<file path="src/rtl/i2c_register_sequencer.sv">
// i2c_register_sequencer: expands one register-access request into the
// START / WR / RESTART / RD / STOP command stream of a byte-level I2C master.
//
// Handshakes:
//   Request side: a request transfers on a rising edge where i_req_valid and
//   o_req_ready are both 1. o_req_ready is 1 only while idle; requests seen
//   while busy are dropped, not queued.
//   Controller side: a command is offered only when i_ready=1 and is marked by
//   a one-cycle o_wr_i2c strobe. i_ready falling means the controller took it.
//   i_ready rising again means it finished; i_ack and i_dout are valid in that
//   cycle.
module i2c_register_sequencer #(
    parameter int MAX_LEN = 4,
    parameter int LEN_W   = 3
) (
    input  logic             i_clk,
    input  logic             i_reset_n,
    input  logic             i_req_valid,
    output logic             o_req_ready,
    input  logic             i_req_rw,
    input  logic [6:0]       i_dev_addr,
    input  logic [7:0]       i_reg_addr,
    input  logic [LEN_W-1:0] i_len,
    input  logic [7:0]       i_wdata,
    output logic             o_wdata_req,
    output logic [7:0]       o_rdata,
    output logic             o_rdata_valid,
    output logic             o_busy,
    output logic             o_done,
    output logic             o_nack_err,
    output logic [2:0]       o_cmd,
    output logic             o_wr_i2c,
    output logic [7:0]       o_din,
    input  logic             i_ready,
    input  logic             i_ack,
    input  logic [7:0]       i_dout,
    output logic [3:0]       o_dbg_phase,
    output logic [1:0]       o_dbg_sub
);

    localparam logic [2:0] CMD_START   = 3'b001;
    localparam logic [2:0] CMD_WR      = 3'b010;
    localparam logic [2:0] CMD_RD      = 3'b011;
    localparam logic [2:0] CMD_STOP    = 3'b100;
    localparam logic [2:0] CMD_RESTART = 3'b101;

    typedef enum logic [3:0] {
        PH_IDLE, PH_START, PH_DEVW, PH_REG, PH_RESTART,
        PH_DEVR, PH_DATA, PH_STOP, PH_DONE
    } phase_t;

    // SUB_FETCH only precedes write-data ISSUE; it is the o_wdata_req cycle.
    typedef enum logic [1:0] {
        SUB_ISSUE, SUB_WAIT_LO, SUB_WAIT_HI, SUB_FETCH
    } sub_t;

    phase_t           phase;
    sub_t             sub;
    logic             rw_q;
    logic [6:0]       dev_q;
    logic [7:0]       reg_q;
    logic [7:0]       wdata_q;
    logic [LEN_W-1:0] last_q;     // index of the final data byte
    logic [LEN_W-1:0] cnt_q;      // current data byte index
    logic [LEN_W-1:0] req_last;
    logic [2:0]       issue_cmd;
    logic [7:0]       issue_din;
    logic             issue_is_wr;

    assign o_dbg_phase = phase;
    assign o_dbg_sub   = sub;

    // Normalise the requested length to a last-byte index (0 -> 1 byte, clamp to MAX_LEN).
    always_comb begin
        if (i_len == '0)
            req_last = '0;
        else if (int'(i_len) > MAX_LEN)
            req_last = LEN_W'(MAX_LEN - 1);
        else
            req_last = i_len - LEN_W'(1);
    end

    // Command and byte the current phase hands to the controller.
    always_comb begin
        issue_cmd = CMD_STOP;
        issue_din = 8'h00;
        case (phase)
            PH_START:   issue_cmd = CMD_START;
            PH_DEVW:    begin issue_cmd = CMD_WR; issue_din = {dev_q, 1'b0}; end
            PH_REG:     begin issue_cmd = CMD_WR; issue_din = reg_q;         end
            PH_RESTART: issue_cmd = CMD_RESTART;
            PH_DEVR:    begin issue_cmd = CMD_WR; issue_din = {dev_q, 1'b1}; end
            PH_DATA: begin
                if (rw_q) begin
                    issue_cmd = CMD_RD;
                    // bit0 = 1 makes the controller NACK the final read byte
                    issue_din = (cnt_q == last_q) ? 8'h01 : 8'h00;
                end else begin
                    issue_cmd = CMD_WR;
                    issue_din = wdata_q;
                end
            end
            default:    issue_cmd = CMD_STOP;
        endcase
    end

    assign issue_is_wr = (issue_cmd == CMD_WR);

    // Sequencer FSM: phase walks the transaction, sub walks each controller handshake.
    always_ff @(posedge i_clk or negedge i_reset_n) begin
        if (!i_reset_n) begin
            phase         <= PH_IDLE;
            sub           <= SUB_ISSUE;
            rw_q          <= 1'b0;
            dev_q         <= '0;
            reg_q         <= '0;
            wdata_q       <= '0;
            last_q        <= '0;
            cnt_q         <= '0;
            o_req_ready   <= 1'b1;
            o_wdata_req   <= 1'b0;
            o_rdata       <= '0;
            o_rdata_valid <= 1'b0;
            o_busy        <= 1'b0;
            o_done        <= 1'b0;
            o_nack_err    <= 1'b0;
            o_cmd         <= '0;
            o_wr_i2c      <= 1'b0;
            o_din         <= '0;
        end else begin
            o_wr_i2c      <= 1'b0;
            o_wdata_req   <= 1'b0;
            o_rdata_valid <= 1'b0;
            o_done        <= 1'b0;
            case (phase)
                PH_IDLE: begin
                    if (i_req_valid) begin
                        rw_q        <= i_req_rw;
                        dev_q       <= i_dev_addr;
                        reg_q       <= i_reg_addr;
                        last_q      <= req_last;
                        cnt_q       <= '0;
                        o_req_ready <= 1'b0;
                        o_busy      <= 1'b1;
                        o_nack_err  <= 1'b0;
                        phase       <= PH_START;
                        sub         <= SUB_ISSUE;
                    end
                end
                PH_DONE: begin
                    phase       <= PH_IDLE;
                    o_req_ready <= 1'b1;
                end
                default: begin
                    case (sub)
                        SUB_FETCH: begin
                            wdata_q <= i_wdata;
                            sub     <= SUB_ISSUE;
                        end
                        SUB_ISSUE: begin
                            if (i_ready) begin
                                o_cmd    <= issue_cmd;
                                o_din    <= issue_din;
                                o_wr_i2c <= 1'b1;
                                sub      <= SUB_WAIT_LO;
                            end
                        end
                        SUB_WAIT_LO: begin
                            if (!i_ready)
                                sub <= SUB_WAIT_HI;
                        end
                        SUB_WAIT_HI: begin
                            if (i_ready) begin
                                sub <= SUB_ISSUE;
                                if (issue_is_wr && i_ack) begin
                                    // Slave refused a byte: abandon the rest and release the bus.
                                    o_nack_err <= 1'b1;
                                    phase      <= PH_STOP;
                                end else begin
                                    case (phase)
                                        PH_START:   phase <= PH_DEVW;
                                        PH_DEVW:    phase <= PH_REG;
                                        PH_REG: begin
                                            if (rw_q) begin
                                                phase <= PH_RESTART;
                                            end else begin
                                                phase       <= PH_DATA;
                                                sub         <= SUB_FETCH;
                                                o_wdata_req <= 1'b1;
                                            end
                                        end
                                        PH_RESTART: phase <= PH_DEVR;
                                        PH_DEVR:    phase <= PH_DATA;
                                        PH_DATA: begin
                                            if (rw_q) begin
                                                o_rdata       <= i_dout;
                                                o_rdata_valid <= 1'b1;
                                            end
                                            if (cnt_q == last_q) begin
                                                phase <= PH_STOP;
                                            end else begin
                                                cnt_q <= cnt_q + LEN_W'(1);
                                                if (!rw_q) begin
                                                    sub         <= SUB_FETCH;
                                                    o_wdata_req <= 1'b1;
                                                end
                                            end
                                        end
                                        PH_STOP: begin
                                            phase  <= PH_DONE;
                                            o_done <= 1'b1;
                                            o_busy <= 1'b0;
                                        end
                                        default:    phase <= PH_IDLE;
                                    endcase
                                end
                            end
                        end
                        default: sub <= SUB_ISSUE;
                    endcase
                end
            endcase
        end
    end

endmodule
</file>
<file path="config.mk">
export PLATFORM = sky130hd
export DESIGN_NAME = i2c_register_sequencer
export DESIGN_NICKNAME = d
export VERILOG_FILES = /design/src/rtl/i2c_register_sequencer.sv
export SDC_FILE = /design/constraint.sdc
export NUM_CORES = 1
export LEC_CHECK = 0
export ABC_AREA = 1
export CORE_MARGIN = 1.5
export CORE_UTILIZATION = 35
export CTS_CLUSTER_DIAMETER = 50
export DETAILED_ROUTE_END_ITERATION = 8
export GPL_TIMING_DRIVEN = 0
export PLACE_DENSITY_LB_ADDON = 0.12
export SYNTH_ARGS = -nofsm -noshare
export SYNTH_HDL_FRONTEND = slang
export SYNTH_SLANG_ARGS = --single-unit
</file>
<file path="constraint.sdc">
create_clock -name i_clk -period 1.5 [get_ports i_clk]
set_clock_uncertainty 0.1 [all_clocks]
set_input_delay 0.3 -clock i_clk [delete_from_list [all_inputs] [get_ports i_clk]]
set_output_delay 0.3 -clock i_clk [all_outputs]
set_load 0.005 [all_outputs]
</file>
==> impl_metrics.csv <==
group,metric,value,unit
worst_setup_path,worst-setup-path-type,"register to register",
routing,wl,7760,um
global_routing,grt_max_degree,63,
placed_design,routabilityCongestion,0.859,
placed_design,dpl_worst_slack,-0.343,ns
floorplanning,num_rows,33,
sta,rsz0062_at_grt,"yes",
floorplanning,core_area,8220,um2
pwr,power.leakage,0.00242,uW
layout,fillers,757,
logic_synthesis,synthesis.area,2970,um2
worst_setup_path,cp_max_fo,8,
logic_synthesis,synthTopCellsByArea,"dfrtp_1 (51%), nand2_1 (19%), inv_1 (3.2%)",
pwr,power_density,1820,nW/um2
hold_path,min_to,"o_req_ready",
layout,fin_area,4600,um2
worst_setup_path,arrival,1.75,ns
sta,fmax,0.618,GHz
logic_synthesis,synth_flop_cell,"dfrtp_1",
logic_synthesis,async_flop_share,100,%
logic_synthesis,synth_compound_area_share,8.29,%
logic_synthesis,yosysTopAreaCellShare,51.4,%
layout,fin_cells,578,
routing,drt-initial-drc-count,133,
sta,maxSlewHeadroom,46.4,%
routing,wl_per_cell,13.4,um
worst_setup_path,crit_path_top_delay_cell,"dfrtp_2",
floorplanning,fp.dieH,95.1,um
logic_synthesis,synth_warnings,0,
layout,syn_to_final_growth,54.9,%
sta,finalHoldViolCount,0,
logic_synthesis,ys_ff_latch,62,
status,failed_checks,"setup timing",
logic_synthesis,synth_nets,389,
sta,layout_min_cycle_time,1.62,ns
floorplanning,fp.dieW,95.1,um
placed_design,postPlaceCellArea,3820,um2
layout,multiInputGateArea,1510,um2
floorplanning,die_area,9050,um2
global_routing,antenna_found_initial,0,
global_routing,grt_util_all_layers,18.4,%
status,outcome,"finished, violations left",
logic_synthesis,netlist_top_cells_count,"nand2_1 (154), dfrtp_1 (61), inv_1 (25), o21ai_0 (12), nor2_1 (10)",
sta,finalCritPeriodShare,108,%
job,maxCapViolCount,0,
placed_design,io_buffer_count,71,
clock_network,clock-sinks,62,
sta,worst_pin_slew,0.803,ns
worst_setup_path,r2r_start,"o_dbg_phase[0]",
floorplanning,num_io_pins,72,
logic_synthesis,synth-edff-count,0,
logic_synthesis,synth_top_area_cell,"dfrtp_1",
hold_path,hold_depth,2,
worst_setup_path,r2r_setup_slack,-0.12,ns
worst_setup_path,max_stage_delay,0.46,ns
placed_design,place.detailed.hpwl,5020,um
logic_synthesis,synth_most_common_cell,"nand2_1",
global_routing,grt_pass1_wl,12600,um
worst_setup_path,reg2reg_depth,8,
clock_network,cts.htree.levels,3,
global_routing,grt_overflow,0,
worst_setup_path,path_cells,"inv_1 -> nand2_2 -> nand3_4 -> nand2_4 -> buf_4 -> nand2_4 -> a31oi_1 -> a21o_1",
hold_path,hp-class,"register to register",
clock_network,clock_path_buffers,2,
routing,drtPass1Iterations,4,
layout,seq_area,1560,um2
worst_setup_path,cpMostUsedCell,"nand2_4",
logic_synthesis,synth-simple-area-share,30.0,%
sta,hold_ws,0.360,ns
worst_setup_path,worst_setup_path_end_kind,"register",
worst_setup_path,cp-start-kind,"register",
layout,drive_gt1_share,30.0,%
routing,routed-via-count,2693,
pwr,ir_worst_vdd,708,uV
clock_network,numCtsBuffers,9,
logic_synthesis,syn_inst,346,
floorplanning,initial_core_util,36.2,%
sta,drv_slew,0,
layout,n_antenna_cell,0,
clock_network,tritoncts,"built",
clock_network,cts-root-buf,"clkbuf_8",
logic_synthesis,muxShareOfSynthArea,3.03,%
routing,drc,0,
logic_synthesis,synth-seq-area-share,52.3,%
placed_design,dp_cells,522,
logic_synthesis,synthAdderAreaFrac,1.26,%
clock_network,clk_pin_slew,0.07,ns
logic_synthesis,syn_avg_cell_area,8.59,um2
routing,ant_nets,0,
logic_synthesis,ys_types,32,
layout,fin_nets,511,
logic_synthesis,synth_top_family_by_area,"simple AND/OR/NAND/NOR gates",
worst_setup_path,worstPathRequired,1.63,ns
global_routing,grt_pass1_vias,2612,
hold_path,min-delay-start,"o_req_ready",
worst_setup_path,timing.rr.end,"o_din[6]",
sta,fin_ws,-0.119,ns
routing,vias_per_cell,4.66,
sta,finalSetupViolCount,38,
logic_synthesis,synth-xor-area-share,0.589,%
clock_network,clk_latency,0.34,ns
## state kept, by name (all words and copies together) (netlist names)
| register | flops |
|---|---|
| last_q | 3 |
| o_req_ready | 1 |
| o_rdata_valid | 1 |
| o_dbg_sub | 2 |
| o_nack_err | 1 |
| rw_q | 1 |
| o_wdata_req | 1 |
| o_done | 1 |
| o_cmd | 3 |
| o_dbg_phase | 4 |
| o_rdata | 8 |
| dev_q | 7 |
| wdata_q | 8 |
| reg_q | 8 |
| o_busy | 1 |
| cnt_q | 3 |
| o_wr_i2c | 1 |
| o_din | 8 |
## worst max-delay path: cells and delay by family (launching register included)
family,cells,cell delay (ns)
and+or+nand+nor,4,0.45
buffers and inverters,2,0.28
DFF,1,0.46
AOI/OAI and AO/OA,2,0.22
## cell usage in the layout, fill, tap and decap left out, types with 7 or more instances in the layout
master,synthesis,final
a21o_1,7,7
buf_4,0,31
buf_6,0,8
clkbuf_8,0,9
clkdlybuf4s50_1,0,38
dfrtp_1,61,56
dlygate4sd2_1,0,27
inv_1,25,22
mux2_2,8,8
nand2_1,154,134
nand2_2,6,15
nand2_4,2,13
nor2_1,10,8
nor2_4,2,7
o21ai_0,12,9
## stage by stage
| stage | setup TNS, ns | total power, uW | util [%] |
|---|---|---|---|
| global route | -6.34 | 9010 | 56.0 |
| CTS | -1.20 | 8110 | 54.3 |
| global placement | -141.37 | 5790 | 46.6 |
| finish | -2.23 | 8390 | 56.0 |
| detailed placement | -12.12 | 5840 | 46.5 |
| floorplan | 0 | 4660 | - |
## what timing repair did
action                     4_1_cts  5_1_grt
buffers inserted                34        4
setup endpoints to repair       86       62
cloned                           0        1
pin swaps                       22       14
gates resized for setup         90       33
hold endpoints to repair        61        0
hold buffers                     1        0
## layer usage
metal  wire length, um  vias up  share of wire [%]  global-route usage (%)
met5                 0        -                  0                       0
met4                70        0               0.90                    6.47
met3               364        4                4.7                    4.78
met2              3750       59                 48                    29.9
met1              3580     1284                 46                    23.6
li1                  -     1346                  -                       -
## report_power, final
part	total, uW	switching [uW]	internal (uW)
clock	1430	667	761
combinational	4190	2210	1980
sequential	2770	445	2330
total	8390	3320	5070
## logic make-up after synthesis
kind of cell	count (synthesis)
mux	8
buf+inv	35
flops	62
xor+xnor	2
compound gates	38
simple gates	198
fa+ha+maj	3
## how the worst max path moves through the flow
stage	start	endpoint	slack, ns	depth (start not counted)
floorplan	o_dbg_phase[2]	cnt_q[0]	0.01	8
global placement	i_reset_n	o_dbg_phase[1]	-2.34	1
detailed placement	i_ready	o_din[3]	-0.34	6
CTS	o_dbg_phase[2]	cnt_q[1]	-0.09	10
global route	o_dbg_phase[2]	o_din[2]	-0.20	8
finish	o_dbg_phase[0]	o_din[6]	-0.12	8
## final cells by class
type | instances | area share, %
Multi-Input combinational cell | 249 | 32.8
Timing Repair Buffer | 111 | 22.4
Inverter | 31 | 2.85
Sequential cell | 62 | 33.9
Buffer | 4 | 1.06
Tap cell | 105 | 2.85
Clock buffer | 10 | 2.77
Clock inverter | 6 | 1.36
Note: power is estimated with default switching activity, not from simulation.
